[src/rtl/mul8_seq.sv]
// Sequential 8x8 unsigned multiplier: one 4x4 Wallace-tree multiplier reused over
// four partial-product cycles, with valid/ready handshakes on both sides.

module wallace_multiplier (
  input  logic [3:0] x,
  input  logic [3:0] y,
  output logic [7:0] p
);

  // {carry, sum}
  function automatic logic [1:0] ha(input logic i0, input logic i1);
    return {i0 & i1, i0 ^ i1};
  endfunction

  function automatic logic [1:0] fa(input logic i0, input logic i1, input logic i2);
    return {(i0 & i1) | (i2 & (i0 ^ i1)), i0 ^ i1 ^ i2};
  endfunction

  logic [3:0] pp [4];
  logic [1:0] h1, f2, f3, f4, h5;
  logic [1:0] k2, k3, k4, k5, k6;
  logic [7:0] row_s, row_c;

  always_comb begin
    for (int i = 0; i < 4; i++) begin
      pp[i] = x & {4{y[i]}};
    end
  end

  // Reduction level 1: pp[i][j] carries weight i+j
  assign h1 = ha(pp[0][1], pp[1][0]);
  assign f2 = fa(pp[0][2], pp[1][1], pp[2][0]);
  assign f3 = fa(pp[0][3], pp[1][2], pp[2][1]);
  assign f4 = fa(pp[1][3], pp[2][2], pp[3][1]);
  assign h5 = ha(pp[2][3], pp[3][2]);

  // Reduction level 2: leaves at most two bits per column
  assign k2 = ha(h1[1], f2[0]);
  assign k3 = fa(f2[1], f3[0], pp[3][0]);
  assign k4 = ha(f3[1], f4[0]);
  assign k5 = ha(f4[1], h5[0]);
  assign k6 = ha(h5[1], pp[3][3]);

  assign row_s = {1'b0, k6[0], k5[0], k4[0], k3[0], k2[0], h1[0], pp[0][0]};
  assign row_c = {k6[1], k5[1], k4[1], k3[1], k2[1], 3'b000};

  assign p = row_s + row_c;

endmodule

module mul8_seq #(
  parameter int unsigned ZERO_SKIP = 1
) (
  input  logic        clk,
  input  logic        rst,
  input  logic        in_valid,
  output logic        in_ready,
  input  logic [7:0]  a,
  input  logic [7:0]  b,
  output logic        out_valid,
  input  logic        out_ready,
  output logic [15:0] product,
  output logic        busy
);

  localparam int DATA_W = 8;

  localparam logic [2:0] IDLE = 3'd0;
  localparam logic [2:0] PP0  = 3'd1;
  localparam logic [2:0] PP1  = 3'd2;
  localparam logic [2:0] PP2  = 3'd3;
  localparam logic [2:0] PP3  = 3'd4;
  localparam logic [2:0] DONE = 3'd5;

  logic [2:0]          state;
  logic [DATA_W-1:0]   a_r, b_r;
  logic [2*DATA_W-1:0] acc;
  logic [3:0]          mx, my;
  logic [7:0]          pp;
  logic [2*DATA_W-1:0] pp_sh;
  logic                zero_op;

  wallace_multiplier u_mul (
    .x (mx),
    .y (my),
    .p (pp)
  );

  // Nibble selection and weight of the partial product for the current cycle
  always_comb begin
    mx    = a_r[3:0];
    my    = b_r[3:0];
    pp_sh = {8'h00, pp};
    case (state)
      PP1: begin
        mx    = a_r[7:4];
        pp_sh = {4'h0, pp, 4'h0};
      end
      PP2: begin
        my    = b_r[7:4];
        pp_sh = {4'h0, pp, 4'h0};
      end
      PP3: begin
        mx    = a_r[7:4];
        my    = b_r[7:4];
        pp_sh = {pp, 8'h00};
      end
      default: ;
    endcase
  end

  assign zero_op = (ZERO_SKIP != 0) && ((a == '0) || (b == '0));

  always_ff @(posedge clk) begin
    if (rst) begin
      state <= IDLE;
      a_r   <= '0;
      b_r   <= '0;
      acc   <= '0;
    end else begin
      case (state)
        IDLE: begin
          if (in_valid) begin
            a_r   <= a;
            b_r   <= b;
            acc   <= '0;
            state <= zero_op ? DONE : PP0;
          end
        end
        PP0: begin
          acc   <= acc + pp_sh;
          state <= PP1;
        end
        PP1: begin
          acc   <= acc + pp_sh;
          state <= PP2;
        end
        PP2: begin
          acc   <= acc + pp_sh;
          state <= PP3;
        end
        PP3: begin
          acc   <= acc + pp_sh;
          state <= DONE;
        end
        DONE: begin
          if (out_ready) state <= IDLE;
        end
        default: state <= IDLE;
      endcase
    end
  end

  assign in_ready  = (state == IDLE);
  assign out_valid = (state == DONE);
  assign busy      = (state != IDLE);
  assign product   = acc;

endmodule

[config.mk]
export PLATFORM = sky130hd
export DESIGN_NAME = mul8_seq
export DESIGN_NICKNAME = d
export VERILOG_FILES = /design/src/rtl/mul8_seq.sv
export SDC_FILE = /design/constraint.sdc
export NUM_CORES = 1
export LEC_CHECK = 0
export CAP_MARGIN = 40
export CORE_ASPECT_RATIO = 1.5
export CORE_MARGIN = 2
export CORE_UTILIZATION = 33
export CTS_CLUSTER_DIAMETER = 50
export CTS_CLUSTER_SIZE = 20
export DETAILED_ROUTE_END_ITERATION = 7
export SYNTH_ARGS = -nofsm -noshare
export SYNTH_HDL_FRONTEND = slang
export SYNTH_HIERARCHICAL = 1
export SYNTH_SLANG_ARGS = --single-unit
[constraint.sdc]
create_clock -name clk -period 7.25 [get_ports clk]
set_input_delay 0.725 -clock clk [delete_from_list [all_inputs] [get_ports clk]]
set_output_delay 0.725 -clock clk [all_outputs]
set_load 0.05 [all_outputs]
==> results.toml <==
[run_status]
status = "finished, final reports clean"

[setup_path]
worstPathArrival_ns = 6.16
crit_type = "register to register"
start_kind = "register"
critPathMaxFanout = 13
critPathCaptureType = "register"
cp.required_ns = 7.43

[clock_tree]
cts.sinks = 35
htree_levels = 2
insertion_delay_ns = 0.28
cts_resized = 0
root_buffer = "clkbuf_16"
cts_setup_buffers = 0
cts_buffers = 5
clockBufferDepth = 2
clkTransAtPathRegs_ns = 0.06
ctsHoldBuffers = 0
cts_tree = "done"

[drt]
viasPerCell = 5.19
vias = 2500
drc = 0
antenna_left = 0
drtIter0Drc = 85
wl_per_cell_um = 13.9
wirelength_mm = 6.70
drt_first_pass_iters = 4

[power]
static-leakage-power_nw = 1.41
power_switching_w = 0.000193
swShare = 0.333
powerDensity_mw_per_mm2 = 175
internal_power_w = 0.000388
power_frac_clock = 0.375
p_seq_frac = 0.372
ir_worst_vdd_v = 0.000103
pwr-share-comb = 0.253

[floorplanning]
dieArea_mm2 = 0.00907
core_mm2 = 0.00806
placementRows = 40
io_pins = 39
start_util = 0.340
die_width_um = 78.4
die_h_um = 116

[cells_and_area]
n_fill_cell = 862
final_common_cell = "nand2_1"
diodes = 0
drive_above_1_share = 0.0690
fin_util = 0.413
fin_nets = 427
mostFrequentLayoutCells = "nand2_1, clkdlybuf4s50_1, dfxtp_1"
area_growth_syn_to_layout_pct = 21.4

[timing]
setup_ws_ns = 1.26
skew_ns = 0.00547
slew_viol_final = 0
min_period_ns = 5.99
tightestPinTransition_ns = 0.708
fin_hold_ws_ns = 0.451
rsz0062_at_grt = "no"
fmax_mhz = 167
report.final.setup_viol = 0
finalCritPeriodShare = 0.826
hold_violations = 0
relSlewSlack = 0.521
tns_ns = 0

[global_routing]
grt_start_max_net_pins = 31
grt_use_total = 0.159
antenna_found_initial = 0
grt_pass1_wl_mm = 11.4
grt_overflow_total = 0
grt_pass1_vias = 2456

[synth]
netlist_instances = 343
synth-edff-count = 0
dominantRegCellSynth = "dfxtp_1"
syn-cell-area_mm2 = 0.00274
yosysUniqueCellTypes = 54
synth.avg_cell_area_um2 = 8.00
yosysSeqAreaShare = 0.255
ys_top_cells_by_area = "dfxtp_1, ha_1, nand2_1"
ys_ff_latch = 35
ys_async_sr_fraction = 0
yosys_warnings = 6
yosys.area.top_type = "dfxtp_1"
syn-num-nets = 394
synth_top_area_frac = 0.255

[worst_hold_path]
hp-class = "register to register"

[placement]
place_ws_ns = 1.28
gp_congestion = 0.917
portBuffers = 38
hpwl_mm = 5.44

[run]
maxCapViolCount = 0
kinds of logic (layout without fill, tap and decap cells):
kind of cell / Yosys count / after routing / synth area share
AOI/OAI and AO/OA: 90 / 90 / 0.219
DFF: 35 / 35 / 0.255
adders and majority gates: 31 / 31 / 0.158
muxes: 13 / 13 / 0.0511
and+or+nand+nor: 134 / 134 / 0.228
buffers and inverters: 27 / 61 / 0.0479
xor gates and xnor gates: 13 / 13 / 0.0415
worst max-delay path, stage by stage, from the launching register on:
cell and delay, ns:
dfxtp_1 0.54, nand2b_1 0.20, nor2_1 0.32, a21o_1 0.23
mux2_2 0.39, and2_1 0.18, fa_1 0.53, inv_1 0.05
fa_1 0.45, inv_1 0.07, ha_1 0.16, inv_1 0.05
fa_1 0.39, nand2b_1 0.17, a21oi_2 0.13, xor2_1 0.29
nand2b_1 0.18, o21ai_0 0.09, nor2_1 0.10, ha_1 0.25
a21boi_1 0.17, a2bb2oi_1 0.21, a2111oi_1 0.45, mux2i_1 0.23
nand2_1 0.06
path summary, 6_finish.rpt:
check            from          end  slack (ns)  cells past startpoint
min reg2reg    b_r[6]       b_r[6]        0.45                      2
max          state[2]  product[14]        1.26                     24
max reg2reg  state[2]  product[14]        1.26                     24
min            b_r[6]       b_r[6]        0.45                      2
power by group through the flow:
| stage | registers (W) | clock network (W) | logic, W |
|---|---|---|---|
| floorplan | 0.000227 | 0 | 0.000101 |
| global placement | 0.000221 | 0 | 0.000147 |
| detailed placement | 0.000221 | 0 | 0.000148 |
| CTS | 0.000217 | 0.000222 | 0.000149 |
| global route | 0.000219 | 0.000231 | 0.000162 |
| finish | 0.000216 | 0.000218 | 0.000147 |
state kept, by name, indices dropped and copies added, names as in the netlist:
register,count
a_r,8
b_r,8
product,16
state,3
area by class of cell:
class,count,area [µm²],area share
clock buffer,5,125,0.0376
clock inverter,3,20.0,0.00602
inverter,14,52.6,0.0158
multi-input combinational,281,1910,0.574
sequential,35,701,0.211
tap,105,131,0.0395
timing repair buffer,39,388,0.117
synth_stat cells, drive strengths merged, types with 2 or more instances:
master	count
o31ai	3
o22ai	4
a22o	4
buf	7
and3	5
a21oi	35
xnor2	8
fa	6
a21o	4
o21a	4
nor3	2
dfxtp	35
a22oi	5
and2	19
nor2b	2
nand2	61
inv	14
a211oi	4
nor4	5
nand3	3
xor2	5
o21ai	14
nand2b	5
clkbuf	6
ha	25
o211ai	2
mux2i	5
nor2	26
mux2	8
a211o	2
layer usage:
layer / wire, µm / part of all wire / vias to the layer above / global-route usage
met5: 0 / 0 / - / 0
met1: 2710 / 0.40 / 1165 / 0.173
met4: 121 / 0.018 / 0 / 0.0480
li1: - / - / 1266 / -
met3: 217 / 0.032 / 12 / 0.0265
met2: 3650 / 0.54 / 57 / 0.309
per-stage QoR:
| step | power [W] | area, µm² | std cells |
|---|---|---|---|
| finish | 0.000581 | 3330 | 482 |
| global route | 0.000611 | 3330 | 482 |
| CTS | 0.000587 | 3330 | 482 |
| detailed placement | 0.000369 | 3180 | 474 |
| global placement | 0.000368 | 3180 | 474 |
| floorplan | 0.000328 | 2740 | 343 |
(Power assumes the default switching activity.)
